## src/rtl/signal_mon_pkg.sv

```systemverilog
// Shared encodings for the signal-head conflict monitor: light colors,
// fault codes and the monitor FSM states.
package signal_mon_pkg;

   // Light codes, identical to the controller's encoding.
   localparam logic [1:0] RED     = 2'b00;
   localparam logic [1:0] YELLOW  = 2'b01;
   localparam logic [1:0] GREEN   = 2'b10;
   localparam logic [1:0] ILLEGAL = 2'b11;

   // Fault codes; a lower number has higher priority when several fire together.
   localparam logic [2:0] FC_NONE         = 3'd0;
   localparam logic [2:0] FC_ILLEGAL_CODE = 3'd1;
   localparam logic [2:0] FC_CONFLICT     = 3'd2;
   localparam logic [2:0] FC_SKIP_YELLOW  = 3'd3;
   localparam logic [2:0] FC_BAD_SEQ      = 3'd4;
   localparam logic [2:0] FC_SHORT_YELLOW = 3'd5;
   localparam logic [2:0] FC_NO_CLEARANCE = 3'd6;

   typedef enum logic [1:0] {
      MONITOR = 2'd0,
      FAULT   = 2'd1,
      REARM   = 2'd2
   } state_e;

endpackage

```

## src/rtl/approach_tracker.sv

```systemverilog
// Per-approach history: remembers the last sampled color and how many
// consecutive edges it has been held, and flags illegal or out-of-order
// steps between the remembered color and the one being sampled now.
// Transition flags are raw; the top level qualifies them with prev_valid.
module approach_tracker
   import signal_mon_pkg::*;
#(
   parameter int CNT_W      = 4,
   parameter int MIN_YELLOW = 3
) (
   input  logic       clock,
   input  logic       clear_n,
   input  logic [1:0] color_i,
   output logic       is_red_o,
   output logic       illegal_o,
   output logic       skip_yellow_o,
   output logic       bad_seq_o,
   output logic       short_yellow_o,
   output logic       red_to_green_o
);

   localparam logic [CNT_W-1:0] DWELL_MAX    = {CNT_W{1'b1}};
   localparam logic [CNT_W-1:0] MIN_YELLOW_C = CNT_W'(MIN_YELLOW);

   logic [1:0]       prev_color_q, prev_color_d;
   logic [CNT_W-1:0] dwell_q, dwell_d;

   // Next history: dwell restarts at 1 on a color change and saturates otherwise.
   always_comb begin
      // NOTE: every combinational output gets a default first so no latch is inferred.
      prev_color_d = color_i;
      dwell_d      = dwell_q;
      if (color_i != prev_color_q) begin
         dwell_d = CNT_W'(1);
      end else if (dwell_q != DWELL_MAX) begin
         dwell_d = dwell_q + CNT_W'(1);
      end
   end

   // History registers with synchronous active-low clear.
   always_ff @(posedge clock) begin
      // NOTE: reset is sampled on the clock edge only, so it lives inside the clocked branch.
      if (!clear_n) begin
         // NOTE: state registers use non-blocking assignments so all flops update together.
         prev_color_q <= RED;
         dwell_q      <= '0;
      end else begin
         prev_color_q <= prev_color_d;
         dwell_q      <= dwell_d;
      end
   end

   // Per-approach violation flags, judged against the remembered color.
   always_comb begin
      is_red_o       = (color_i == RED);
      illegal_o      = (color_i == ILLEGAL);
      skip_yellow_o  = (prev_color_q == GREEN)  && (color_i == RED);
      bad_seq_o      = ((prev_color_q == YELLOW) && (color_i == GREEN)) ||
                       ((prev_color_q == RED)    && (color_i == YELLOW));
      short_yellow_o = (prev_color_q == YELLOW) && (color_i == RED) &&
                       (dwell_q < MIN_YELLOW_C);
      red_to_green_o = (prev_color_q == RED)    && (color_i == GREEN);
   end

endmodule

```

## src/rtl/signal_conflict_monitor.sv

```systemverilog
// Independent safety monitor for the two signal heads. Latches the first
// conflict or sequencing violation, forces flashing red, and releases only
// after an operator acknowledge plus an all-red re-arm period.
module signal_conflict_monitor
   import signal_mon_pkg::*;
#(
   parameter int MIN_YELLOW    = 3,
   parameter int MIN_RED_CLEAR = 2,
   parameter int CNT_W         = 4
) (
   input  logic       clock,
   input  logic       clear_n,
   input  logic [1:0] hwy,
   input  logic [1:0] cntry,
   input  logic       ack,
   output logic       fault,
   output logic [2:0] fault_code,
   output logic [1:0] fault_src,
   output logic       flash,
   output logic [7:0] fault_count
);

   localparam logic [CNT_W-1:0] ALLRED_MAX  = {CNT_W{1'b1}};
   localparam logic [CNT_W-1:0] RED_CLEAR_C = CNT_W'(MIN_RED_CLEAR);

   // Per-approach flags (h_ = highway, c_ = country road).
   logic h_red, h_illegal, h_skip, h_bad, h_short, h_r2g;
   logic c_red, c_illegal, c_skip, c_bad, c_short, c_r2g;

   approach_tracker #(.CNT_W(CNT_W), .MIN_YELLOW(MIN_YELLOW)) u_hwy (
      .clock          (clock),
      .clear_n        (clear_n),
      .color_i        (hwy),
      .is_red_o       (h_red),
      .illegal_o      (h_illegal),
      .skip_yellow_o  (h_skip),
      .bad_seq_o      (h_bad),
      .short_yellow_o (h_short),
      .red_to_green_o (h_r2g)
   );

   approach_tracker #(.CNT_W(CNT_W), .MIN_YELLOW(MIN_YELLOW)) u_cntry (
      .clock          (clock),
      .clear_n        (clear_n),
      .color_i        (cntry),
      .is_red_o       (c_red),
      .illegal_o      (c_illegal),
      .skip_yellow_o  (c_skip),
      .bad_seq_o      (c_bad),
      .short_yellow_o (c_short),
      .red_to_green_o (c_r2g)
   );

   state_e           state_q, state_d;
   logic             prev_valid_q, prev_valid_d;
   logic [CNT_W-1:0] allred_q, allred_d;
   logic             fault_q, fault_d;
   logic [2:0]       code_q, code_d;
   logic [1:0]       src_q, src_d;
   logic             flash_q, flash_d;
   logic [7:0]       count_q, count_d;

   // Source masks per fault class; bit0 highway, bit1 country.
   logic [1:0] illegal_src, conflict_src, skip_src, bad_src, short_src, noclr_src;
   logic [2:0] win_code;
   logic [1:0] win_src;

   // Consecutive all-red edges, saturating; cleared by any non-red sample.
   always_comb begin
      allred_d = '0;
      if (h_red && c_red) begin
         allred_d = (allred_q == ALLRED_MAX) ? allred_q : allred_q + CNT_W'(1);
      end
   end

   // Violation sources; transition checks are qualified by prev_valid.
   always_comb begin
      illegal_src  = {c_illegal, h_illegal};
      conflict_src = (!h_red && !c_red) ? 2'b11 : 2'b00;
      skip_src     = prev_valid_q ? {c_skip,  h_skip}  : 2'b00;
      bad_src      = prev_valid_q ? {c_bad,   h_bad}   : 2'b00;
      short_src    = prev_valid_q ? {c_short, h_short} : 2'b00;
      noclr_src    = (prev_valid_q && (allred_q < RED_CLEAR_C)) ? {c_r2g, h_r2g} : 2'b00;
   end

   // Priority encoder: lowest fault code wins, carrying only its own sources.
   always_comb begin
      win_code = FC_NONE;
      win_src  = 2'b00;
      if (|illegal_src) begin
         win_code = FC_ILLEGAL_CODE;
         win_src  = illegal_src;
      end else if (|conflict_src) begin
         win_code = FC_CONFLICT;
         win_src  = conflict_src;
      end else if (|skip_src) begin
         win_code = FC_SKIP_YELLOW;
         win_src  = skip_src;
      end else if (|bad_src) begin
         win_code = FC_BAD_SEQ;
         win_src  = bad_src;
      end else if (|short_src) begin
         win_code = FC_SHORT_YELLOW;
         win_src  = short_src;
      end else if (|noclr_src) begin
         win_code = FC_NO_CLEARANCE;
         win_src  = noclr_src;
      end
   end

   // FSM next state and next registered outputs.
   always_comb begin
      state_d      = state_q;
      prev_valid_d = 1'b1;
      fault_d      = fault_q;
      code_d       = code_q;
      src_d        = src_q;
      flash_d      = flash_q;
      count_d      = count_q;
      case (state_q)
         MONITOR: begin
            if (win_code != FC_NONE) begin
               state_d = FAULT;
               fault_d = 1'b1;
               flash_d = 1'b1;
               code_d  = win_code;
               src_d   = win_src;
               count_d = (count_q == 8'hFF) ? count_q : count_q + 8'd1;
            end
         end
         FAULT: begin
            // The first fault is held; only an acknowledge moves on.
            if (ack) begin
               state_d = REARM;
               fault_d = 1'b0;
               code_d  = FC_NONE;
               src_d   = 2'b00;
            end
         end
         REARM: begin
            // Exit once the heads have shown all-red long enough; the next
            // sample is treated as the first so no stale transition is judged.
            if (allred_d >= RED_CLEAR_C) begin
               state_d      = MONITOR;
               flash_d      = 1'b0;
               prev_valid_d = 1'b0;
            end
         end
         default: begin
            state_d = MONITOR;
         end
      endcase
   end

   // State, counters and registered outputs.
   always_ff @(posedge clock) begin
      if (!clear_n) begin
         state_q      <= MONITOR;
         prev_valid_q <= 1'b0;
         allred_q     <= '0;
         fault_q      <= 1'b0;
         code_q       <= FC_NONE;
         src_q        <= 2'b00;
         flash_q      <= 1'b0;
         count_q      <= 8'd0;
      end else begin
         state_q      <= state_d;
         prev_valid_q <= prev_valid_d;
         allred_q     <= allred_d;
         fault_q      <= fault_d;
         code_q       <= code_d;
         src_q        <= src_d;
         flash_q      <= flash_d;
         count_q      <= count_d;
      end
   end

   assign fault       = fault_q;
   assign fault_code  = code_q;
   assign fault_src   = src_q;
   assign flash       = flash_q;
   assign fault_count = count_q;

endmodule

```

## config.mk

```make
export PLATFORM = sky130hd
export DESIGN_NAME = signal_conflict_monitor
export DESIGN_NICKNAME = d
export VERILOG_FILES = /design/src/rtl/signal_mon_pkg.sv /design/src/rtl/approach_tracker.sv /design/src/rtl/signal_conflict_monitor.sv
export SDC_FILE = /design/constraint.sdc
export NUM_CORES = 1
export LEC_CHECK = 0
export CORE_UTILIZATION = 35
export CTS_BUF_LIST = sky130_fd_sc_hd__clkbuf_8
export DETAILED_ROUTE_END_ITERATION = 8
export GPL_TIMING_DRIVEN = 0
export PLACE_DENSITY = 0.54
export SYNTH_ARGS = -nofsm -noshare
export SYNTH_HDL_FRONTEND = slang
export SYNTH_SLANG_ARGS = --single-unit
```

## constraint.sdc

```tcl
create_clock -name clock -period 2 [get_ports clock]
set_input_delay 0.3 -clock clock [delete_from_list [all_inputs] [get_ports clock]]
set_output_delay 0.3 -clock clock [all_outputs]
set_load 0.01 [all_outputs]
```

# == Word-level counts from Yosys, hierarchy flattened ==
# Index checks and enable logic that the tools add are counted.
# word_totals
elab_cells,126
out_inout_bits,15
register_bits,34
# classes
order_cmp,4
bitwise_logic,2
eq_ne,21
n_reduce_logical,41
muxes,40
add_sub_neg,4
# op_table
operator,n
2-bit two-way mux,16
3-bit two-way mux,8
2-bit OR reduction,8
1-bit logical AND,15
"2-bit equality test, second input constant",7
"4-bit by 1-bit adder with 4-bit output, second input constant",3
"4-bit by 2-bit < comparator with 1-bit output, second input constant",3
3-bit AND reduction,4
"2-bit by 1-bit equality test with 1-bit output, second input constant",5
2-bit logical NOT,5
1-bit two-way mux,9
"8-bit by 1-bit adder with 8-bit output, second input constant",1
"8-bit equality test, second input constant",1
4-bit two-way mux,2
"4-bit != test, second input constant",2
2-bit nonzero test,4
"2-bit != test, second input constant",3
2-bit one-hot mux with 3 select lines,1
3-bit one-hot mux with 2 select lines,1
"4-bit equality test, second input constant",1
"4-bit by 2-bit greater-or-equal comparator with 1-bit output, second input constant",1
2-bit != test,2
1-bit one-hot mux with 2 select lines,2
2-bit one-hot mux with 2 select lines,1
4 further kinds,7

# == Longest topological paths before layout ==
# depth
ltp_word,13
ltp_mapped,8

# == By module ==
# A second synthesis with hierarchy kept.
# hier_totals
hier_cells,206
hier_area_um2,1799.2
# by_module_without_submodules
mod,area_each_um2,seq_area_each_um2,cells_each,n_inst
signal_conflict_monitor,1181.1,440.4,136,1
approach_tracker,309.0,120.1,35,2

# == Least setup slack after synthesis ==
# No wires, ideal clock.
# synth_timing
path_type,reg-to-reg
startpoint,register u_hwy.dwell_q[0]
endpoint,"register count_q[4], in the netlist fault_count[4]"
stages_incl_launch_ff,9
t_arrival_ns,1.955
synth_period_minus_slack_ns,2.027
slack_ns,-0.027
required_time_ns,1.928
cell_sequence,dfxtp_1 -> ha_1 -> nor4b_1 -> and3_1 -> nor4_2 -> and3_4 -> buf_6 -> nor4_1 -> mux2i_1
# synth_via
elab_chain_cells,11
# synth_rtl
item,line_no,source
start: declaration,approach_tracker.sv:26,"logic [CNT_W-1:0] dwell_q, dwell_d;"
start signal: assignment,approach_tracker.sv:49,dwell_q <= dwell_d;
4-bit by 2-bit < comparator with 1-bit output,approach_tracker.sv:61,(dwell_q < MIN_YELLOW_C);
1-bit logical AND,approach_tracker.sv:60,short_yellow_o = (prev_color_q == YELLOW) && (color_i == RED) &&
2-bit two-way mux,signal_conflict_monitor.sv:82,"short_src = prev_valid_q ? {c_short, h_short} : 2'b00;"
2-bit OR reduction,signal_conflict_monitor.sv:102,end else if (|short_src) begin
3-bit two-way mux,signal_conflict_monitor.sv:102,
3-bit two-way mux,signal_conflict_monitor.sv:99,end else if (|bad_src) begin
3-bit two-way mux,signal_conflict_monitor.sv:96,end else if (|skip_src) begin
3-bit two-way mux,signal_conflict_monitor.sv:93,end else if (|conflict_src) begin
3-bit two-way mux,signal_conflict_monitor.sv:90,if (|illegal_src) begin
3-bit nonzero test,signal_conflict_monitor.sv:122,if (win_code != FC_NONE) begin
3-bit AND reduction (no line),--,
end signal: assignment,signal_conflict_monitor.sv:174,count_q <= count_d;
end: declaration,signal_conflict_monitor.sv:61,"logic [7:0] count_q, count_d;"
# No other way between the ends.
# A chain may end at the register's enable or synchronous reset.

# == Worst setup path after layout ==
# layout_timing
startpoint,register u_hwy.dwell_q[1]
endpoint,"register count_q[6], in the netlist fault_count[6]"
# Same word-level chain as after synthesis.

==> flow_summary_export.csv <==
group,metric,value,unit
timing,relSlewSlack,0.6310,
cells_and_area,finish.utilization,0.5063,
yosys,ys_ff_latch,34,
power_and_ir_drop,comb_power_share,0.204,
cells_and_area,nNetsFinal,275,
timing,maxSlewViolCount,0,
yosys,synth_compound_area_frac,0.1890,
yosys,synth.mux.area_fraction,0.04186,
yosys,synth_nets,235,
floorplanning,standard_cell_row_count,26,
yosys,synth_sequential_area_ratio,0.3558,
floorplanning,floorplan.die_area,5765,um^2
route,via_per_inst,5.203,
timing,layout_min_cycle_time,1.958,ns
clocking,cts_buffers,5,
timing,worstMarginPinSlew,0.5534,ns
timing,finalSetupTns,0,ns
cells_and_area,final_layout_size_suffix_gt1_frac,0.2302,
global_routing,grt.total_usage,0.1639,
cells_and_area,layout_commonest_cell,"dfxtp_1",
floorplanning,floorplan.die.width,75.93,um
power_and_ir_drop,switching_share,0.2830,
run,max_cap_viols,0,
critical_path,cp-startpoint,"u_hwy.dwell_q[1]$_SDFFE_PP0P_",
placement,detailed_place_hpwl,3113,um
route,route.final.wire_length,4527,um
clocking,cts.root.buffer_cell,"clkbuf_8",
global_routing,via_count_of_the_first_global_routing_pass,1550,
placement,place.port_buffers,21,
yosys,synth_ff_type,"dfxtp_1",
power_and_ir_drop,p_switching,503.9,uW
timing,timing.final.setup_violations,0,
cells_and_area,design_area,2619,um^2
yosys,postSynth.asyncResetShare,0,
yosys,syn_area,1913,um^2
clocking,tritoncts_num_sinks,34,
power_and_ir_drop,power.static_leakage,0.9909,nW
yosys,synth-simple-area-share,0.3139,
cells_and_area,final.fill_count,487,
cells_and_area,area_growth_syn_to_layout,36.89,%
yosys,synth_area_per_cell,8.541,um^2
yosys,post_synth_inst_count,224,
power_and_ir_drop,clock_power_share,0.364,
timing,fin_worst_skew,0.008735,ns
timing,fin_crit_sh,0.9789,
clocking,clk_pin_slew,0.08,ns
timing,unrepaired_setup_endpoints_after_global_routing,"true",
hold_path,min_from,"fault_code[2]$_SDFFE_PN0P_",
cells_and_area,antennaDiodeCount,0,
critical_path,rrSetupSlack,0.04,ns
yosys,synth_warnings,0,
clocking,cts.path.max_buffers,2,
floorplanning,die-height,75.93,um
critical_path,regToRegStartpoint,"u_hwy.dwell_q[1]$_SDFFE_PP0P_",
placement,place_area,2217,um^2
critical_path,cp_data_arrival_time,2.19,ns
clocking,worst_skew_pair.late_latency,0.29,ns
floorplanning,core_area,5172,um^2
yosys,yosys.area_share.adder,0.02616,
critical_path,worstSetupEndpointType,"register",
clocking,tritoncts,"done",
global_routing,grt_first_pass_wirelength,7631,um
timing,worst_slack,0.04217,ns
outcome,outcome,"finished clean",
hold_path,path_class_of_the_lowest_slack_min_delay_path,"reg2reg",
clocking,postCtsHoldBufs,0,
yosys,synth-edff-count,0,
floorplanning,initial_utilization,0.3699,
yosys,synth_xor_area_frac,0.03663,
route,antenna_violating_nets_post_route,0,
route,post-route-drc-count,0,
global_routing,grt_start_max_net_pins,13,
timing,finalHoldViolCount,0,
route,first_pass_iters,4,
placement,finalWeightedCongestion,0.8343,
floorplanning,floorplan.io_pins,22,
cells_and_area,final_cell_mix,"27 x dfxtp_1, 25 x nand2_1, 17 x nor2_1, 17 x clkdlybuf4s50_1, 12 x buf_4",
clocking,ctsHtreeMaxLevel,2,
route,first_iter_violations,58,
power_and_ir_drop,seqPwrFrac,0.432,
placement,preCtsSetupSlack,-0.6375,ns
critical_path,timing.critical_path.required,2.23,ns
power_and_ir_drop,intPower,1.277,mW
power_and_ir_drop,power_per_cell_area,679.9,nW/um^2
global_routing,initial_antenna_violation_count,0,
route,via_count,1743,
yosys,dominant_combinational_cell_family_by_area_after_synthesis,"simple AND/OR/NAND/NOR gates",
critical_path,timing_worst_setup_path_type,"reg2reg",
power_and_ir_drop,power.ir.vdd_worst,0.3838,mV
route,routedWlPerCell,13.51,um
timing,highest_clock_rate,510.8,MHz
yosys,synth.distinct_cells,56,
critical_path,start_kind,"register",
global_routing,gr-total-overflow,0,
critical_path,worstPathMaxFanout,5,
cells in the mapped netlist, types with 2 or more instances:
library cell	n	area share
clkbuf_1	4	0.0078
buf_2	2	0.0052
nor3_1	7	0.018
a21boi_1	2	0.0078
o311ai_0	2	0.0092
nor4_2	2	0.013
nand2_1	25	0.049
nand4_1	4	0.013
nand3b_1	4	0.016
xnor2_1	3	0.014
o21a_1	3	0.012
nand2b_1	6	0.020
nor2b_1	4	0.013
ha_1	4	0.026
a211oi_1	3	0.012
o31ai_1	5	0.020
inv_1	5	0.0098
a31oi_1	3	0.0098
nor3b_1	2	0.0078
dfxtp_1	34	0.36
nor2_1	18	0.035
and2_1	7	0.023
and3_1	5	0.016
nand3_1	10	0.026
a21boi_0	4	0.016
or4_1	2	0.0078
mux2i_1	8	0.042
a21oi_1	4	0.010
nor4_1	2	0.0065
nor4b_1	5	0.023
a31o_2	2	0.0092
o21ai_0	5	0.013
xor2_1	5	0.023
worst max-delay path, stage by stage (launching register included):
cell and delay, ns:
dfxtp_4 0.36, ha_4 0.16, nor4b_4 0.25, and3_4 0.24, nor4_4 0.05, and3_4 0.18, or4_4 0.51, a21boi_2 0.13
per-layer routing:
layer  global-route usage  wire length (um)
met5                    0                 0
met3              0.03373                96
met4              0.05192                48
met1               0.2361              2338
met2               0.2427              2043
stage by stage:
stage / cells / power (mW) / hold slack [ns]
2_1_floorplan: 224 / 0.9737 / 0.4494
3_3_place_gp: 315 / 1.097 / 0.4265
3_5_place_dp: 315 / 1.098 / 0.4293
4_1_cts: 332 / 1.789 / 0.4399
5_1_grt: 335 / 1.870 / 0.4834
6_report: 335 / 1.781 / 0.4358
cells by family (layout without fill, tap and decap cells):
group | Yosys count | count (layout)
and+or+nand+nor | 109 | 109
AOI/OAI and AO/OA | 47 | 47
DFF | 34 | 34
buffers and inverters | 14 | 55
xor gates and xnor gates | 8 | 8
muxes | 8 | 8
adders and majority gates | 4 | 4
final cells by class:
| type | count | area (um^2) | share of cell area |
|---|---|---|---|
| Buffer | 9 | 73.82 | 0.02819 |
| Clock buffer | 5 | 68.82 | 0.02628 |
| Sequential cell | 34 | 696.9 | 0.2661 |
| Inverter | 5 | 18.77 | 0.007167 |
| Multi-Input combinational cell | 176 | 1333 | 0.5088 |
| Timing Repair Buffer | 33 | 295.3 | 0.1128 |
| Clock inverter | 3 | 45.04 | 0.01720 |
| Tap cell | 70 | 87.58 | 0.03344 |
final timing paths:
check	end	depth (start not counted)
max reg2reg	fault_count[6]$_SDFFE_PN0P_	7
max	fault_count[6]$_SDFFE_PN0P_	7
min	fault_code[2]$_SDFFE_PN0P_	2
min reg2reg	fault_code[2]$_SDFFE_PN0P_	2
power groups by stage:
stage / sequential (mW) / combinational, mW / clock [mW]
4_1_cts: 0.769 / 0.356 / 0.664
2_1_floorplan: 0.784 / 0.190 / 0
3_3_place_gp: 0.781 / 0.316 / 0
3_5_place_dp: 0.781 / 0.316 / 0
6_report: 0.770 / 0.363 / 0.648
5_1_grt: 0.777 / 0.400 / 0.692
repair_timing:
| action | 4_1_cts | 5_1_grt |
|---|---|---|
| resized for setup | 40 | 10 |
| hold endpoints to repair | 0 | 0 |
| setup endpoints to repair | 13 | 10 |
| pin swaps | 10 | 6 |
| setup buffers | 9 | 3 |
state kept, by name, summed over array words and instances, names as in the netlist:
| register | flops |
|---|---|
| allred_q | 4 |
| fault | 1 |
| fault_code | 3 |
| fault_count | 8 |
| fault_src | 2 |
| flash | 1 |
| prev_valid_q | 1 |
| state_q | 2 |
| u_cntry.dwell_q | 4 |
| u_cntry.prev_color_q | 2 |
| u_hwy.dwell_q | 4 |
| u_hwy.prev_color_q | 2 |
(Power assumes the default switching activity.)
==> RTL change 1, RTL diff (config.mk and constraints unchanged) <==
`CNT_W` is set to 4 in 2 places; all go to 6.
--- a/src/rtl/approach_tracker.sv
+++ b/src/rtl/approach_tracker.sv
@@ -7,3 +7,3 @@
 #(
-   parameter int CNT_W      = 4,
+   parameter int CNT_W      = 6,
    parameter int MIN_YELLOW = 3
--- a/src/rtl/signal_conflict_monitor.sv
+++ b/src/rtl/signal_conflict_monitor.sv
@@ -8,3 +8,3 @@
    parameter int MIN_RED_CLEAR = 2,
-   parameter int CNT_W         = 4
+   parameter int CNT_W         = 6
 ) (
Function: same outputs for any inputs over 10 cycles, from zero or initial values; that may be too few to reach the edited logic, so the function may still have changed.
==> RTL change 1 against the original RTL <==
  * Utilization down 6.7 points
  * Critical endpoint is now fault_count[4]$_SDFFE_PN0P_
  * Sequential share of layout area up 4.4 points
  * Sequential cell count up 6
  * Final area down 0.57%
  * Global-route usage down 0.54 points
  * Largest power group unchanged
  * Worst hold slack worse by 0.17 ns
  * First-iteration DRC count up 17%
  * Area after synthesis up 12%
  * Worst setup slack better by 0.045 ns
  * Power up 0.18%
  * Routed wire length up 5.6%
  * Final cell count up 5.7%
==> RTL change 1: results (changes against the original RTL) <==
Routing
  • Drt pass-1 iters: 4 (unchanged)
  • DR vias/cell: 5.390 (+3.6%)
  • WL final: 4.780 mm (+5.6%)
  • WL per Instance: 13.50 um (about the same)
  • DR iter-0 viols: 68 (+17%)

STA
  • Final-report max-slew violation count: 0 (unchanged)
  • Worst-case clock skew: 0.004248 ns (-0.004487 ns)
  • Max-slew headroom: 63.98% (+0.87 points)

Synth
  • Ranking of synthesized cells by area: dfxtp_1 (37%), nor2_1 (4.9%), nand3_1 (4.4%)
  • Avg Cell Area, Syn: 8.633 um2 (+1.1%)
  • Asr flop ratio synth: 0% (unchanged)
  • Post-synthesis mux area share: 1.397% (-2.8 points)
  • Post-synth EDFFs: 0 (unchanged)
  • Compound-gate portion of the synthesized area: 16.82% (-2.1 points)
  • Syn nets: 260 (+11%)
  • Xor/xnor share of the synthesized area: 4.482% (+0.82 points)
  • Adder-cell share of the synthesized area: 2.328% (-0.29 points)
  • Most instantiated cells after synthesis: dfxtp_1 (40), nor2_1 (28), nand2_1 (19), nand3_1 (19)
  • Synth warn: 0 (unchanged)
  • Cell variety after synth: 53 (-5.4%)
  • Seq/Total Area, Yosys: 37.25% (+1.7 points)

Final layout
  • Antenna cell count: 0 (unchanged)
  • NumNets Final: 290 (+5.5%)
  • Utilization after layout: 43.98% (-6.7 points)
  • Layout cells sized above 1: 15.41% (-7.6 points)
  • Fillers: 611 (+25%)
  • Max reg flops: 8 (unchanged)

Setup path
  • CP Data Arrival Time: 2.13 ns (-0.06 ns)
  • Critical Path Max Stage Delay: 0.34 ns (-0.17 ns)
  • Slowest CP cell: or3_1
  • Worst Path Max Fanout: 10 (+5)

GRT
  • Total GRT Usage: 15.85% (-0.54 points)
  • Antenna violations before repair: 0 (unchanged)
  • Global-route wire length before repair: 8.017 mm (+5.1%)
  • Vias in the first global route: 1724 (+11%)
  • Pin count of the biggest net entering global routing: 12 (-1)

CTS
  • CTS buffer count: 5 (unchanged)
  • Clock Latency Late Sink: 0.29 ns (about the same)
  • Root Buffer: clkbuf_8
  • Clk slew on worst S/H paths: 0.08 ns (about the same)
  • H-tree depth: 2 (unchanged)
  • Clock buffer depth: 2 (unchanged)

Place
  • Pre-CTS setup slack: -0.08783 ns (+0.5497 ns)
  • Placed cell area: 0.002414 mm2 (+8.9%)
  • Placed insts: 341 (+8.3%)
  • DP Wirelength: 3.395 mm (+9.1%)
  • GP Congestion: 0.7594 (-9.0%)
  • IO Port Bufs: 17 (-19%)

Status
  • Status: complete, no violations

Power
  • Peak VDD IR: 0.3330 mV (-13%)
  • Leak Pwr: 0.9301 nW (-6.1%)

Worst hold path
  • Worst hold path type: input pin to flip-flop
RTL change 1: layout make-up:
cell class                      instances  area share (%)
Multi-Input combinational cell        196           50.31
Sequential cell                        40           30.99
Buffer                                 10           2.691
Clock buffer                            7           3.700
Timing Repair Buffer                   23           8.265
Tap cell                               75           3.604
Inverter                                3          0.4325
RTL change 1: per-layer routing:
metal	up-vias	share of wire, %	track usage (%)
li1	980	-	-
met1	890	51	21.60
met2	29	44	23.90
met3	9	3.1	3.523
met4	0	1.9	6.429
met5	-	0	0
RTL change 1: worst max-delay path, delay by kind of cell, from the launching register on:
family	cells	cell delay (ns)
AOI/OAI and AO/OA	3	0.39
and+or+nand+nor	3	0.85
buffers and inverters	2	0.28
DFF	1	0.31
RTL change 1: final timing paths:
| check | start | to | slack [ns] | cells after the start |
|---|---|---|---|---|
| max reg2reg | allred_q[3]$_SDFF_PN0_ | fault_count[4]$_SDFFE_PN0P_ | 0.09 | 8 |
| min reg2reg | fault$_SDFFE_PN0P_ | fault$_SDFFE_PN0P_ | 0.46 | 2 |
| min | cntry[1] | u_cntry.prev_color_q[1]$_SDFF_PN0_ | 0.26 | 2 |
| max | allred_q[3]$_SDFF_PN0_ | fault_count[4]$_SDFFE_PN0P_ | 0.09 | 8 |
RTL change 1: kinds of logic (layout without fill, tap and decap cells):
group           count (synthesis)  count (layout)
simple gates                  124             124
compound gates                 54              54
flops                          40              40
buf+inv                        13              43
xor+xnor                       11              11
fa+ha+maj                       4               4
mux                             3               3
RTL change 1: report_power, final:
part | switching [mW] | internal [mW]
Clock | 0.278 | 0.308
Sequential | 0.0410 | 0.840
Combinational | 0.163 | 0.153
Total | 0.483 | 1.30
RTL change 1: what timing repair did:
item,CTS,global route
setup buffers,0,6
resized for setup,0,12
setup endpoints to repair,0,5
==> RTL change 2, RTL diff (same settings) <==
Made on the original files. Register the output `fault_count` once more, without a reset; this adds one clock of latency there. The other outputs are not delayed to match.
--- a/src/rtl/signal_conflict_monitor.sv
+++ b/src/rtl/signal_conflict_monitor.sv
@@ -181,3 +181,5 @@
    assign flash       = flash_q;
-   assign fault_count = count_q;
+   always_ff @(posedge clock) begin
+      fault_count <= count_q;
+   end
 
Check against the original RTL: not equivalent (Yosys sat finds a counterexample within 4 cycles, from zero or initial values).
==> RTL change 2 against the original RTL <==
  * The flow now finishes with violations (setup timing)
  * Power is 9.4% higher
  * Global-route usage down 0.34 points
  * Final area fell by 2.1%
  * Routed wire length up 1.1%
  * Area after synthesis up 2.9%
  * Worst setup slack got worse by 0.060 ns
  * Sequential cell count rose by 8
  * Via count increased by 2.0%
  * Worst hold slack lost 0.18 ns
  * First-iteration DRC count increased by 6.9%
  * Non-clock buffer count down 3
  * Largest cell class unchanged
==> RTL change 2: results (changes against the original RTL) <==
CTS
  • H-tree depth: 2 (unchanged)
  • Clock Latency Late Sink: approximately 0.3 ns
  • Clk slew on worst S/H paths: roughly 0.09 ns
  • Root Buffer: clkbuf_8
  • CTS buffer count: 5 (unchanged)
  • Clock buffer depth: 2 (unchanged)

Place
  • DP Wirelength: 2.984 mm (-4.1%)
  • Pre-CTS setup slack: -0.5475 ns (+0.09004 ns)
  • Placed cell area: 0.002237 mm2 (+0.90%)
  • IO Port Bufs: 18 (-14%)
  • GP Congestion: 0.8456 (+1.4%)

Final layout
  • Antenna cell count: 0 (unchanged)
  • Layout cells sized above 1: 20.99% (-2.0 points)
  • NumNets Final: 272 (-1.1%)
  • Fillers: 533 (+9.4%)

GRT
  • Pin count of the biggest net entering global routing: 15 (+2)
  • Vias in the first global route: 1595 (+2.9%)
  • Global-route wire length before repair: 7.527 mm (-1.4%)
  • Total GRT Usage: 16.05% (-0.34 points)

Synth
  • Seq/Total Area, Yosys: 42.69% (+7.1 points)
  • Ranking of synthesized cells by area: dfxtp_1 (43%), nand2_1 (4.0%), nor2_1 (3.8%)
  • Most instantiated cells after synthesis: dfxtp_1 (42), nand2_1 (21), nor2_1 (20)
  • Synth warn: 0 (unchanged)
  • Cell variety after synth: 51 (-8.9%)
  • Syn nets: 235 (unchanged)

Status
  • Status: finished with violations
  • Failing checks: setup timing

STA
  • Worst slew pin tran: 0.7025 ns (+0.1490 ns)
  • Worst-case clock skew: 0.004064 ns (-0.004672 ns)
  • Final setup fails: 2 (+2)
  • Final Hold Slack: 0.2509 ns (-0.1849 ns)
  • Final setup margin: -0.01750 ns (-0.05967 ns)

Routing
  • DR iter-0 viols: 62 (+6.9%)
  • Via count: 1777 (+2.0%)
  • Drt pass-1 iters: 5 (+1)
  • WL final: 4.579 mm (+1.1%)

Setup path
  • Worst Path Max Fanout: 4 (-1)
  • Slowest CP cell: or4_4
  • Critical Path Max Stage Delay: 0.54 ns (+0.03 ns)
  • Top delay family on crit path: simple AND/OR/NAND/NOR gates
  • CP Data Arrival Time: 2.25 ns (+0.06 ns)

Power
  • Peak VDD IR: 0.4497 mV (+17%)
  • Leak Pwr: 0.9860 nW (-0.49%)

Die
  • Die X: 77.01 um (+1.4%)

Worst hold path
  • Worst hold path type: input pin to flip-flop
==> RTL change 2: final cells by class <==
class	count	area [um2]	share of cell area [%]
buffer	9	70.07	2.732
clock buffer	5	68.82	2.683
clock inverter	3	43.79	1.707
inverter	7	26.28	1.024
multi-input combinational	166	1136	44.29
sequential	42	850.8	33.17
tap	70	87.58	3.415
timing repair buffer	30	281.5	10.98
==> RTL change 2: stage by stage <==
stage / setup TNS, ns / std cells
after floorplan: 0 / 224
after global placement: -6.970 / 312
after detailed placement: -6.816 / 312
after CTS: 0 / 331
after global routing: -0.3994 / 332
final: -0.02439 / 332
==> RTL change 2: routing by layer <==
metal | GRT usage [%] | wire, um | vias to the layer above
met5 | 0 | 0 | -
met4 | 7.547 | 78 | 0
met3 | 2.619 | 215 | 9
met2 | 24.20 | 2056 | 48
met1 | 22.19 | 2230 | 825
li1 | - | - | 895
==> RTL change 2: logic make-up after synthesis <==
kind of cell | count (synthesis) | share of synthesized area [%]
compound gates | 47 | 16.65
flops | 42 | 42.69
buf+inv | 16 | 4.320
xor+xnor | 7 | 3.113
simple gates | 104 | 28.65
mux | 4 | 2.033
fa+ha+maj | 4 | 2.541
==> RTL change 2: worst paths after layout <==
kind,start,depth (start not counted),end
max,u_cntry.prev_color_q[1]$_SDFF_PN0_,8,count_q[2]$_SDFFE_PN0P_
min,cntry[0],2,u_cntry.prev_color_q[0]$_SDFF_PN0_
max reg2reg,u_cntry.prev_color_q[1]$_SDFF_PN0_,8,count_q[2]$_SDFFE_PN0P_
min reg2reg,count_q[7]$_SDFFE_PN0P_,0,fault_count[7]$_DFF_P_
==> RTL change 2: power by group <==
group          internal (mW)  switching [mW]  leakage (nW)
sequential             0.885          0.0389         0.345
combinational          0.172           0.164         0.582
clock                  0.374           0.313        0.0585
==> RTL change 2: what timing repair did <==
action | 4_1_cts | 5_1_grt
pin swaps | 8 | 10
buffers inserted | 11 | 1
setup endpoints to repair | 13 | 14
resized for setup | 18 | 19
